==> src/rtl/agc_pkg.sv <==
// Shared types and defaults for the AGC symbol controller.
// Holds the FSM state encoding and the symbol/slot geometry.
package agc_pkg;

  localparam int BEATS         = 32;
  localparam int MAX_OUTST     = 2;
  localparam int SYMB_PER_SLOT = 14;

  typedef enum logic [1:0] {
    ST_IDLE,
    ST_RUN,
    ST_DRAIN,
    ST_ERR
  } state_t;

endpackage

==> src/rtl/beat_cnt.sv <==
// Loadable-depth wrap counter with terminal-count flag.
// Counts inc pulses and wraps to 0 on the beat where cnt == depth-1.
module beat_cnt #(
  parameter int W = 6
) (
  input  logic         i_clk,
  input  logic         i_reset,
  input  logic         clr,
  input  logic         inc,
  input  logic [W-1:0] depth,
  output logic [W-1:0] cnt,
  output logic         tc
);

  assign tc = (cnt == depth - W'(1));

  always_ff @(posedge i_clk) begin
    if (i_reset || clr) begin
      cnt <= '0;
    end else if (inc) begin
      cnt <= tc ? '0 : cnt + W'(1);
    end
  end

endmodule

==> src/rtl/agc_symb_ctrl.sv <==
// Symbol framing and in-flight flow control for the AGC unpack path.
// Gates upstream beats, marks symbol/slot ends, tracks symbols in flight.
module agc_symb_ctrl #(
  parameter int BEATS         = agc_pkg::BEATS,
  parameter int MAX_OUTST     = agc_pkg::MAX_OUTST,
  parameter int SYMB_PER_SLOT = agc_pkg::SYMB_PER_SLOT
) (
  input  logic       i_clk,
  input  logic       i_reset,
  input  logic       i_cfg_en,
  input  logic [5:0] i_cfg_beats,
  input  logic       i_rvalid,
  input  logic       i_rlast,
  input  logic       i_tx_vld,
  output logic       o_rready,
  output logic       o_rvalid,
  output logic       o_symb_eop,
  output logic [3:0] o_symb_idx,
  output logic       o_slot_eop,
  output logic [1:0] o_outst,
  output logic       o_err_len,
  output logic       o_busy
);

  import agc_pkg::state_t;
  import agc_pkg::ST_IDLE;
  import agc_pkg::ST_RUN;
  import agc_pkg::ST_DRAIN;
  import agc_pkg::ST_ERR;

  state_t     state_q, state_d;
  logic [5:0] depth_q;
  logic [5:0] in_cnt, out_cnt;
  logic       in_tc, out_tc;
  logic       xfer, eop, len_err, bound;
  logic       out_inc, out_done, start;

  assign xfer     = i_rvalid && o_rready;
  assign eop      = xfer && in_tc;
  assign len_err  = xfer && (i_rlast != in_tc);
  // Safe to stop only between symbols, incl. on the closing beat
  assign bound    = (in_cnt == 6'd0 && !xfer) || eop;
  assign out_inc  = i_tx_vld && (o_outst != 2'd0);
  assign out_done = out_inc && out_tc;
  assign start    = (state_q == ST_IDLE) && i_cfg_en;

  beat_cnt #(.W(6)) u_in_cnt (
    .i_clk   (i_clk),
    .i_reset (i_reset),
    .clr     (state_q != ST_RUN),
    .inc     (xfer),
    .depth   (depth_q),
    .cnt     (in_cnt),
    .tc      (in_tc)
  );

  beat_cnt #(.W(6)) u_out_cnt (
    .i_clk   (i_clk),
    .i_reset (i_reset),
    .clr     (state_q == ST_IDLE),
    .inc     (out_inc),
    .depth   (depth_q),
    .cnt     (out_cnt),
    .tc      (out_tc)
  );

  always_ff @(posedge i_clk) begin
    if (i_reset) state_q <= ST_IDLE;
    else         state_q <= state_d;
  end

  always_comb begin
    state_d = state_q;
    unique case (state_q)
      ST_IDLE:  if (i_cfg_en) state_d = ST_RUN;
      ST_RUN: begin
        if (len_err)                state_d = ST_ERR;
        else if (!i_cfg_en && bound) state_d = ST_DRAIN;
      end
      ST_ERR:   state_d = ST_DRAIN;
      ST_DRAIN: begin
        if (o_outst == 2'd0 && out_cnt == 6'd0)
          state_d = ST_IDLE;
      end
      default:  state_d = ST_IDLE;
    endcase
  end

  always_comb begin
    o_rready = !i_reset && (state_q == ST_RUN)
               && (o_outst < 2'(MAX_OUTST));
    o_busy   = !i_reset && (state_q != ST_IDLE);
  end

  assign o_rvalid   = xfer;
  assign o_symb_eop = eop;
  assign o_slot_eop = eop
                      && (o_symb_idx == 4'(SYMB_PER_SLOT - 1));

  always_ff @(posedge i_clk) begin
    if (i_reset) begin
      depth_q    <= 6'(BEATS);
      o_symb_idx <= 4'd0;
      o_outst    <= 2'd0;
      o_err_len  <= 1'b0;
    end else begin
      if (start) begin
        depth_q    <= (i_cfg_beats == 6'd0) ? 6'(BEATS)
                                            : i_cfg_beats;
        o_symb_idx <= 4'd0;
        o_err_len  <= 1'b0;
      end else begin
        if (len_err) o_err_len <= 1'b1;
        if (eop) begin
          o_symb_idx <= o_slot_eop ? 4'd0
                                   : o_symb_idx + 4'd1;
        end
      end
      unique case ({eop, out_done})
        2'b10:   o_outst <= o_outst + 2'd1;
        2'b01:   o_outst <= o_outst - 2'd1;
        default: o_outst <= o_outst;
      endcase
    end
  end

endmodule

==> config.mk <==
export PLATFORM = sky130hd
export DESIGN_NAME = agc_symb_ctrl
export DESIGN_NICKNAME = d
export VERILOG_FILES = /design/src/rtl/agc_pkg.sv /design/src/rtl/beat_cnt.sv /design/src/rtl/agc_symb_ctrl.sv
export SDC_FILE = /design/constraint.sdc
export NUM_CORES = 1
export LEC_CHECK = 0
export ABC_AREA = 1
export BUFFER_PORTS_ARGS = -buffer_cell sky130_fd_sc_hd__buf_4
export CORE_ASPECT_RATIO = 2
export CORE_MARGIN = 4
export CORE_UTILIZATION = 53
export CTS_CLUSTER_SIZE = 8
export DETAILED_ROUTE_END_ITERATION = 8
export GPL_TIMING_DRIVEN = 1
export PLACE_DENSITY = 0.72
export REMOVE_ABC_BUFFERS = 1
export SKIP_LAST_GASP = 1
export SYNTH_ARGS = -nofsm -noshare
export SYNTH_HDL_FRONTEND = slang
export SYNTH_HIERARCHICAL = 1
export SYNTH_SLANG_ARGS = --single-unit
==> constraint.sdc <==
create_clock -name i_clk -period 2.8 [get_ports i_clk]
set_input_delay 0.56 -clock i_clk [delete_from_list [all_inputs] [get_ports i_clk]]
set_output_delay 0.56 -clock i_clk [all_outputs]
set_load 0.005 [all_outputs]
# Yosys cells after proc, flatten, opt, wreduce, memory -nomap -nowiden
# Index checks and enable logic that the tools add are counted.
# word_totals
rom_bits	0
inputBits	12
regBits	27
latchBits	0
mem_bits_rw	0
n_memories	0
out_inout_bits	12
# op_classes
n_reduce_logical	29
bitwise	0
n_mux	10
eq_ne	13
n_lt_le_gt_ge	1
div	0
shift	0
multipliers	0
addsub	6
# ops
op	count
6-bit logical NOT	3
6-bit 2-to-1 mux	3
1-bit logical AND	13
6-bit by 1-bit adder with 6-bit output (second input constant)	2
6-bit == test	2
2-bit 2-to-1 mux	4
2-bit one-hot mux with 4 select lines	1
2-bit == test (second input constant)	3
2-bit nonzero test	3
6-bit by 1-bit subtractor with 6-bit output (second input constant)	1
4-bit by 1-bit adder with 4-bit output (second input constant)	1
2-bit by 1-bit == test with 1-bit output (second input constant)	2
4-bit == test (second input constant)	1
2-bit logical NOT	2
4-bit 2-to-1 mux	1
2-bit != test (second input constant)	2
2-bit one-hot mux with 2 select lines	1
1-bit logical NOT	3
1-bit logical OR	3
3-bit != test (second input constant)	1
3-bit AND reduction	1
2-bit by 1-bit adder with 2-bit output (second input constant)	1
2-bit less-than comparator (second input constant)	1
2-bit by 1-bit != test with 1-bit output (second input constant)	1
other kinds (3)	3

# Longest topological paths before layout
# Gate-level depths: netlist of run 1.
# logic_depth
depth_word	11
mapped_depth	18
ltp_nobuf	18

# By module
# The synthesis of run 1 kept the hierarchy.
# by_module_without_submodules
module	area_per_inst_um2	cells_each	n_inst	seq_area_each_um2
beat_cnt	543.0	99	2	120.1
agc_symb_ctrl	839.6	117	1	300.3

# Worst setup path before layout of run 1
# Ideal clock, no wire load.
# synth_timing
kind	reg2reg
startpoint	register depth_q[0]
endpoint	register o_outst[1]
stages_incl_launch_ff	19
n_path_buf	0
arrival_ns	2.282
slack_ns	0.403
setup_ns	0.114
path_cell_list	dfxtp_1 > inv_1 > ha_1 > inv_1 > nand2_1 > nand2_1 > nor2_1 > nand2_1 > nor2_2 > nand3_2 > inv_1 > inv_1 > nor2_8 > inv_4 > ha_1 > a21oi_1 > o21ai_0 > xor2_1 > nor2_1
# synth_via
elab_chain_len	5
# synth_lines
element	line_no	text
start, declared	agc_symb_ctrl.sv:32	logic [5:0] depth_q;
start signal, assigned	agc_symb_ctrl.sv:102	depth_q <= 6'(BEATS);
start signal, assigned	agc_symb_ctrl.sv:108	depth_q <= (i_cfg_beats == 6'd0) ? 6'(BEATS)
6-bit by 1-bit subtractor with 6-bit output *	beat_cnt.sv:15	assign tc = (cnt == depth - W'(1));
6-bit == test *	beat_cnt.sv:15	
via in_tc	agc_symb_ctrl.sv:34	logic in_tc, out_tc;
1-bit logical AND *	agc_symb_ctrl.sv:39	assign eop = xfer && in_tc;
via o_symb_eop	agc_symb_ctrl.sv:17	output logic o_symb_eop,
2-bit by 1-bit == test with 1-bit output / 2-bit == test (equally long branches)	agc_symb_ctrl.sv:119	unique case ({eop, out_done})
2-bit one-hot mux with 2 select lines / 2-bit nonzero test (equally long branches)	-	
end signal, assigned	agc_symb_ctrl.sv:120	2'b10: o_outst <= o_outst + 2'd1;
end signal, assigned	agc_symb_ctrl.sv:121	2'b01: o_outst <= o_outst - 2'd1;
end signal, assigned	agc_symb_ctrl.sv:122	default: o_outst <= o_outst;
end, declared	agc_symb_ctrl.sv:20	output logic [1:0] o_outst,
# Mark *: on every way through the listed nets, which the timed path passes. The rest lies on a longest branch.
# A chain may end at the register's enable or synchronous reset.

# Worst setup path after layout of run 1
# layout_timing
startpoint	register depth_q[1]
endpoint	output o_slot_eop
# layout_via
elab_chain_len	4
# layout_lines
element	line_no	text
6-bit by 1-bit subtractor with 6-bit output	beat_cnt.sv:15	
6-bit == test	beat_cnt.sv:15	
via in_tc	agc_symb_ctrl.sv:34	
1-bit logical AND	agc_symb_ctrl.sv:39	
1-bit logical AND	agc_symb_ctrl.sv:98	&& (o_symb_idx == 4'(SYMB_PER_SLOT - 1));
end, declared	agc_symb_ctrl.sv:19	output logic o_slot_eop,
# The timed path passes the listed nets, and every way through them passes these cells.

==> results.toml, run 1 <==
[yosys]
ys_types = 28
yosysTopAreaCellShare_pct = 28.07
yosys_warnings = 6
avgSynthCellArea_um2 = 6.113
synth.yosys.seq_area_share_pct = 28.07
syn_area_mm2 = 0.001926
ys_top_cells_by_area = "dfxtp_1 28%, nand2_1 17%, inv_1 10%"
synth_top_cell_by_area = "dfxtp_1"
synth_cells = 315
ys_ff_latch = 27

[worst_hold_path]
hold_depth = 2
hold_path.class = "flop to flop"

[global_routing]
grt_usage_pct = 20.59
grt_pass1_wl_um = 7596
grt_antenna_before_repair = 0
grt_max_degree = 17
grt-ovfl-total = 0
grt_pass1_vias = 1825

[detailed_routing]
vias_per_cell = 4.883
drt_iter0_markers = 34
drt-total-wl_um = 4464
num_vias = 1924
drc_errors = 0
routedWlPerCell_um = 11.33
postRouteAntennaNets = 0
firstDrtPassIters = 5

[sta]
period_share_pct = 94.19
slew_headroom_pct = 74.02
clock.fmax_ghz = 0.3792
tightest_slew_ns = 0.3892
drv_slew = 0
final_hold_viol_count = 0
setup_tns_ns = 0
setup_violations = 0
min_period_ns = 2.637
fin_ws_ns = 0.1627
fin_skew_ns = 0.009839

[outcome]
status = "completed"

[cts]
insertion_delay_ns = 0.28
cts_buffers = 3
cts_tree = "yes"
clock_path_buffers = 2
holdBufCountCts = 0
clockRootBuffer = "clkbuf_8"
clock-sinks = 27
htree_levels = 1
cts.clk_slew.worst_paths_ns = 0.10

[critical_path]
cp.arrival_ns = 2.08
crit_path_end_kind = "primary output"
critPathLaunchType = "flop"
reg2reg_depth = 17
crit_required_ns = 2.24
cp_max_fo = 5
path_class = "flop to primary output"

[placement]
gp_congestion = 0.8107
hpwl_um = 3605
numPortBuffers = 23
dp_worst_setup_slack_ns = 0.1995

[floorplan]
initial_core_util_pct = 55.76
die_x_um = 50.62
core_mm2 = 0.003453
fp.dieH_um = 93.24
std_cell_rows = 30
boundaryPins = 24
dieArea_mm2 = 0.004720

[power]
finalPower_mw = 0.9110
p_leak_nw = 1.069
max-vdd-ir-drop_uv = 312.1
cellPowerDensity_mw_per_mm2 = 404.7

[final_layout]
antenna_cells = 0
nNetsFinal = 366
syn_to_final_growth_pct = 16.89
utilization_pct = 65.18
drive_gt1_share_pct = 17.92

[job]
maxCapViolCount = 0
kinds of logic after synthesis:
| family | Yosys count | synth area share [%] |
|---|---|---|
| and+or+nand+nor | 190 | 44.83 |
| buffers and inverters | 58 | 11.83 |
| DFF | 27 | 28.07 |
| adders and majority gates | 7 | 4.548 |
| AOI/OAI and AO/OA | 27 | 7.992 |
| xor gates and xnor gates | 6 | 2.730 |
flip-flops by register name (all words and copies together) (netlist names):
signal         cells
u_out_cnt/cnt      6
o_symb_idx         4
state_q            2
depth_q            6
o_outst            2
o_err_len          1
u_in_cnt/cnt       6
repair_timing:
action / 4_1_cts / 5_1_grt
resized for setup: 3 / 3
endpoints found under the setup margin: 1 / 2
setup buffers: 1 / 4
pin swaps: 0 / 3
power breakdown:
part / total, mW / internal (mW) / leakage (nW) / switching (mW)
clock network: 0.233 / 0.101 / 0.0217 / 0.132
registers: 0.421 / 0.398 / 0.220 / 0.0221
logic: 0.257 / 0.100 / 0.828 / 0.157
synthesized netlist by cell type:
cell,instances
nand2_1,89
inv_1,52
nor2_1,51
dfxtp_1,27
nand3_1,22
o21ai_0,13
a21oi_1,7
ha_1,7
nor2_2,5
inv_2,4
nand4_1,4
nor2_4,4
a21oi_2,3
nor3_1,3
xnor2_1,3
xor2_1,3
a22o_1,2
nand2_2,2
nand3_2,2
nand3b_1,2
o21ai_1,2
or2_2,2
buf_6,1
inv_4,1
nand3_4,1
nor2_8,1
nor3b_1,1
or2_0,1
critical path, cell delays in order (launching register included):
cell and delay [ns]:
dfxtp_4 0.38, inv_1 0.08, ha_4 0.27, inv_1 0.03
nand2_1 0.05, nand2_1 0.04, nor2_1 0.08, nand2_1 0.07
nor2_2 0.10, nand3_2 0.09, inv_2 0.07, inv_1 0.09
nor2_8 0.12, nand4_1 0.14, inv_1 0.08, buf_4 0.10
cells in the final DEF (no fill, tap or decap), drive strengths merged:
master,instances
nor2,61
nor3,3
xor2,3
inv,57
xnor2,3
ha,7
nand4,4
buf,28
nand3b,2
or2,3
o21ai,15
a21oi,10
clkbuf,3
dfxtp,27
nand2,91
a22o,2
nor3b,1
clkinvlp,1
nand3,25
through the flow:
stage | instances | instance area, um^2 | hold slack [ns]
finish | 394 | 2251 | 0.4778
floorplan | 314 | 1914 | 0.4330
global placement | 385 | 2147 | 0.4572
global route | 394 | 2251 | 0.5065
CTS | 390 | 2206 | 0.4830
detailed placement | 385 | 2147 | 0.4601
layout make-up:
cell class / instances / area, um^2
Tap cell: 48 / 60.06
Clock inverter: 1 / 7.507
Clock buffer: 3 / 41.29
Fill cell: 361 / 1202
Inverter: 57 / 216.5
Multi-Input combinational cell: 230 / 1170
Sequential cell: 27 / 545.5
Timing Repair Buffer: 28 / 210.2
routing by layer:
metal	vias up	routed length [um]	GRT usage [%]
li1	1032	-	-
met1	851	1682	20.02
met2	29	2548	40.94
met3	12	111	1.914
met4	0	123	9.888
met5	-	0	0
path summary, 6_finish.rpt:
path | startpoint | endpoint | slack, ns
max | depth_q[1] | o_slot_eop | 0.16
min | o_err_len | o_err_len | 0.48
max reg2reg | depth_q[0] | o_outst[1] | 0.25
min reg2reg | o_err_len | o_err_len | 0.48
Power figures use the tool's default switching activity.
==> run 2: changes to the inputs <==
--- a/config.mk
+++ b/config.mk
@@ -7,7 +7,7 @@
 export LEC_CHECK = 0
 export ABC_AREA = 1
 export BUFFER_PORTS_ARGS = -buffer_cell sky130_fd_sc_hd__buf_4
-export CORE_ASPECT_RATIO = 2
+export CORE_ASPECT_RATIO = 0.8
 export CORE_MARGIN = 4
 export CORE_UTILIZATION = 53
 export CTS_CLUSTER_SIZE = 8
==> results.toml, run 2 (synthesis results as in run 1) <==
[cts]
cts.clk_slew.worst_paths_ns = 0.09
cts_buffers = 3
holdBufCountCts = 0
insertion_delay_ns = 0.28
cts_tree = "yes"
htree_levels = 1
clock-sinks = 27
clockRootBuffer = "clkbuf_8"
clock_path_buffers = 2

[detailed_routing]
vias_per_cell = 4.858
postRouteAntennaNets = 0
drt-total-wl_um = 4100
firstDrtPassIters = 4
routedWlPerCell_um = 10.57
num_vias = 1885
drt_iter0_markers = 145
drc_errors = 0

[floorplan]
initial_core_util_pct = 55.48
boundaryPins = 24
die_x_um = 75.39
fp.dieH_um = 61.91
dieArea_mm2 = 0.004667
core_mm2 = 0.003471
std_cell_rows = 19

[power]
max-vdd-ir-drop_uv = 413.0
cellPowerDensity_mw_per_mm2 = 403.2
clkPwrFrac_pct = 25.2
comb_power_share_pct = 28.0
p_leak_nw = 1.071
p_int_mw = 0.6001
p_sw_share_pct = 33.25
power_frac_seq_pct = 46.8
netSwitchingPower_mw = 0.2988

[critical_path]
r2r_start = "depth_q[0]"
crit_required_ns = 2.24
path_class = "flop to primary output"
crit_path_end_kind = "primary output"
critPathLaunchType = "flop"
cp.arrival_ns = 2.07
cp_max_fo = 5
worstSetupStartpoint = "depth_q[0]"

[placement]
numPortBuffers = 23
placed_area_mm2 = 0.002140
hpwl_um = 3224
post-place-cells = 379
gp_congestion = 0.8541

[sta]
whs_ns = 0.4954
tightest_slew_ns = 0.3851
final_hold_viol_count = 0
rsz0062_at_grt = "no"
setup_tns_ns = 0
clock.fmax_ghz = 0.3805
min_period_ns = 2.628
drv_slew = 0
period_share_pct = 93.85
setup_violations = 0
slew_headroom_pct = 74.29
fin_skew_ns = 0.003177

[final_layout]
nNetsFinal = 366
antenna_cells = 0
fill_cells = 337
syn_to_final_growth_pct = 15.79
layout_common_cells = "89 x nand2_1, 51 x nor2_1, 49 x inv_1"
mostFrequentLayoutCell = "nand2_1"
drive_gt1_share_pct = 17.92
regArea_um2 = 545.5
final_cells = 388
largestRegisters = "depth_q x6, u_in_cnt/cnt x6, u_out_cnt/cnt x6"
multi_input_area_mm2 = 0.001160
finish.instance_area_mm2 = 0.002230

[outcome]
status = "completed"

[global_routing]
grt_pass1_vias = 1587
grt_usage_pct = 19.29
grt-ovfl-total = 0
grt_antenna_before_repair = 0
grt_pass1_wl_um = 7017
grt_max_degree = 15

[worst_hold_path]
hp-start = "o_err_len"
hold_path.class = "flop to flop"

[job]
maxCapViolCount = 0
==> run 2: layer usage <==
layer	GRT usage (%)	share of wire (%)
met5	0	0
met4	4.489	0.83
met3	4.180	7.3
met2	28.78	39
met1	28.34	52
==> run 2: area by class of cell <==
class | instances | area share (%)
multi-input cells | 230 | 52.02
flip-flops and latches | 27 | 24.47
inverters | 57 | 9.708
repair buffers | 28 | 9.428
well taps | 42 | 2.357
clock buffers | 4 | 2.020
==> run 2: path summary, 6_finish.rpt <==
path | end | slack (ns) | depth (start not counted)
worst max-delay path | o_slot_eop | 0.17 | 15
worst min-delay path | o_err_len | 0.50 | 2
worst max register to register | o_outst[1] | 0.30 | 19
worst min register to register | o_err_len | 0.50 | 2
==> run 2: worst max-delay path, stage by stage, from the launching register on <==
cell	delay (ns)
dfxtp_2	0.36
inv_2	0.06
ha_2	0.31
inv_1	0.04
nand2_1	0.05
nand2_1	0.04
nor2_1	0.08
nand2_1	0.08
nor2_2	0.13
nand3_2	0.09
inv_2	0.08
inv_2	0.06
nor2_8	0.10
nand4_1	0.12
inv_1	0.08
buf_4	0.10
==> run 2: per-stage QoR <==
stage / utilization [%] / setup WS (ns) / total power [mW]
after floorplan: - / 0.4033 / 0.6099
after global placement: 61.64 / 0.2905 / 0.6699
after detailed placement: 61.64 / 0.2335 / 0.6714
after CTS: 63.23 / 0.06047 / 0.9021
after global routing: 64.24 / 0.02082 / 0.9696
final: 64.24 / 0.1722 / 0.8989
==> run 2: what timing repair did <==
action / 4_1_cts / 5_1_grt
setup buffers: 1 / 4
gates cloned: 0 / 0
pin swaps: 2 / 2
setup endpoints to repair: 1 / 2
gates resized for setup: 2 / 5
==> run 2: power groups by stage <==
stage                     registers (mW)  logic [mW]  clock network [mW]
final                              0.420       0.252               0.227
after global routing               0.423       0.293               0.253
after CTS                          0.421       0.243               0.237
after detailed placement           0.430       0.242                   0
after global placement             0.430       0.240                   0
after floorplan                    0.424       0.186                   0
==> run 3: changes to the inputs <==
--- a/config.mk
+++ b/config.mk
@@ -9,11 +9,12 @@
 export BUFFER_PORTS_ARGS = -buffer_cell sky130_fd_sc_hd__buf_4
 export CORE_ASPECT_RATIO = 0.8
 export CORE_MARGIN = 4
-export CORE_UTILIZATION = 53
+export CORE_UTILIZATION = 52
 export CTS_CLUSTER_SIZE = 8
 export DETAILED_ROUTE_END_ITERATION = 8
 export GPL_TIMING_DRIVEN = 1
-export PLACE_DENSITY = 0.72
+export PLACE_DENSITY = 0.74
+export RECOVER_POWER = 25
 export REMOVE_ABC_BUFFERS = 1
 export SKIP_LAST_GASP = 1
 export SYNTH_ARGS = -nofsm -noshare
==> constraint.sdc (replaced) <==
create_clock -name i_clk -period 2.27 [get_ports i_clk]
set_input_delay 0.454 -clock i_clk [delete_from_list [all_inputs] [get_ports i_clk]]
set_output_delay 0.454 -clock i_clk [all_outputs]
set_load 0.005 [all_outputs]
==> results.toml, run 3 (synthesis results as in run 1) <==
[placement]
hpwl_um = 3580
gp_congestion = 0.8289
numPortBuffers = 23
placed_area_mm2 = 0.002252

[floorplan]
initial_core_util_pct = 55.10
std_cell_rows = 19
dieArea_mm2 = 0.004747
core_mm2 = 0.003495
boundaryPins = 24
die_x_um = 76.04
fp.dieH_um = 62.43

[critical_path]
crit_path_top_delay_cell = "dfxtp_2"
path_cells = "inv_2 > ha_4 > inv_2 > nand2_2 > nand2_1 > nor2_1 > nand2_1 > nor2_2 > nand3_2 > inv_2 > inv_4 > nor2_8 > nand4_1 > inv_1 > buf_6"
cp_max_fo = 3
crit_path_end_kind = "primary output"
crit_top_cell = "inv_2"
critPathTopFamily = "simple AND/OR/NAND/NOR gates"
crit_required_ns = 1.82
cp.arrival_ns = 1.92
critPathLaunchType = "flop"
cpPeakStageDelay_ns = 0.36
path_class = "flop to primary output"
path_buf_inv = 6

[global_routing]
grt_usage_pct = 20.06
grt_antenna_before_repair = 0
grt_max_degree = 15
grt_pass1_vias = 1862
grt-ovfl-total = 0
grt_pass1_wl_um = 8079

[cts]
holdBufCountCts = 0
insertion_delay_ns = 0.28
cts_tree = "yes"
clockRootBuffer = "clkbuf_8"
clock_path_buffers = 2
cts.clk_slew.worst_paths_ns = 0.09
clock-sinks = 27
htree_levels = 1
cts_buffers = 3

[power]
cellPowerDensity_mw_per_mm2 = 479.1
netSwitchingPower_mw = 0.3925
max-vdd-ir-drop_uv = 324.0
power_frac_seq_pct = 44.5
p_leak_nw = 1.169
p_sw_share_pct = 34.03
p_int_mw = 0.7608
clkPwrFrac_pct = 24.4
comb_power_share_pct = 31.1
finalPower_mw = 1.153

[sta]
fin_skew_ns = 0.002471
clock.fmax_ghz = 0.4220
rsz0062_at_grt = "yes"
final_hold_viol_count = 0
min_period_ns = 2.369
fin_ws_ns = -0.09941
tightest_slew_ns = 0.6558
slew_headroom_pct = 56.12
whs_ns = 0.4122
drv_slew = 0
period_share_pct = 104.4
setup_violations = 6

[final_layout]
finish.instance_area_mm2 = 0.002407
largestRegisters = "depth_q x6, u_in_cnt/cnt x6, u_out_cnt/cnt x6"
antenna_cells = 0
syn_to_final_growth_pct = 25.02
drive_gt1_share_pct = 23.90
nNetsFinal = 384
layout_common_cells = "88 x nand2_1, 52 x nor2_1, 45 x inv_1"
mostFrequentLayoutCell = "nand2_1"
utilization_pct = 68.89

[worst_hold_path]
hold_path.class = "input port to flop"

[detailed_routing]
num_vias = 2006
firstDrtPassIters = 4
drt-total-wl_um = 4638
drc_errors = 0
postRouteAntennaNets = 0
vias_per_cell = 4.941
routedWlPerCell_um = 11.42
drt_iter0_markers = 131

[outcome]
status = "finished, violations left"
failed_checks = "setup timing"

[job]
maxCapViolCount = 0
-- run 3: changes by cell type in the layout (fill, tap and decap cells not counted), moves of 2 or more --
cell and delta:
buf_4 +14, clkbuf_4 +3, ha_4 +2, inv_1 -4, inv_2 +3
-- run 3: metrics by stage --
| stage | setup WS [ns] | TNS [ns] | cells |
|---|---|---|---|
| after floorplan | -0.1267 | -0.1267 | 314 |
| after global placement | -0.006255 | -0.006255 | 394 |
| after detailed placement | -0.08102 | -0.08102 | 394 |
| after CTS | -0.07082 | -0.1451 | 405 |
| after global routing | -0.2177 | -1.395 | 406 |
| final | -0.09941 | -0.3283 | 406 |
-- run 3: what timing repair did --
item                       CTS  global route
gates resized for setup     10             9
buffers inserted             7             1
cloned                       0             0
setup endpoints to repair    4             8
pin swaps                    4             6
-- run 3: metal layers --
| metal | track usage [%] | share of wire [%] | vias to the layer above |
|---|---|---|---|
| met4 | 3.333 | 0.41 | 0 |
| met3 | 4.611 | 6.6 | 5 |
| met1 | 28.19 | 50 | 880 |
| met5 | 0 | 0 | - |
| met2 | 31.62 | 43 | 56 |
| li1 | - | - | 1065 |
-- run 3: final timing paths --
check                                    start            end  slack, ns  cells past startpoint
worst max register to register      depth_q[1]  o_symb_idx[2]      -0.07                     20
worst min-delay path            i_cfg_beats[0]     depth_q[0]       0.41                      2
worst min register to register      state_q[0]     state_q[1]       0.46                      2
worst max-delay path                depth_q[1]     o_slot_eop       -0.1                     15
-- run 3: layout make-up --
class	instances	area, um^2
multi-input combinational	230	1199
fill	317	1087
sequential	27	543.0
timing repair buffer	46	349.1
inverter	57	219.0
tap	42	52.55
clock buffer	4	45.04
-- run 3: power by group through the flow --
stage          Clock, mW  Combinational (mW)  Sequential [mW]
6_report           0.281               0.358            0.514
5_1_grt            0.317               0.410            0.517
4_1_cts            0.295               0.341            0.513
3_5_place_dp           0               0.327            0.524
3_3_place_gp           0               0.322            0.524
2_1_floorplan          0               0.230            0.523
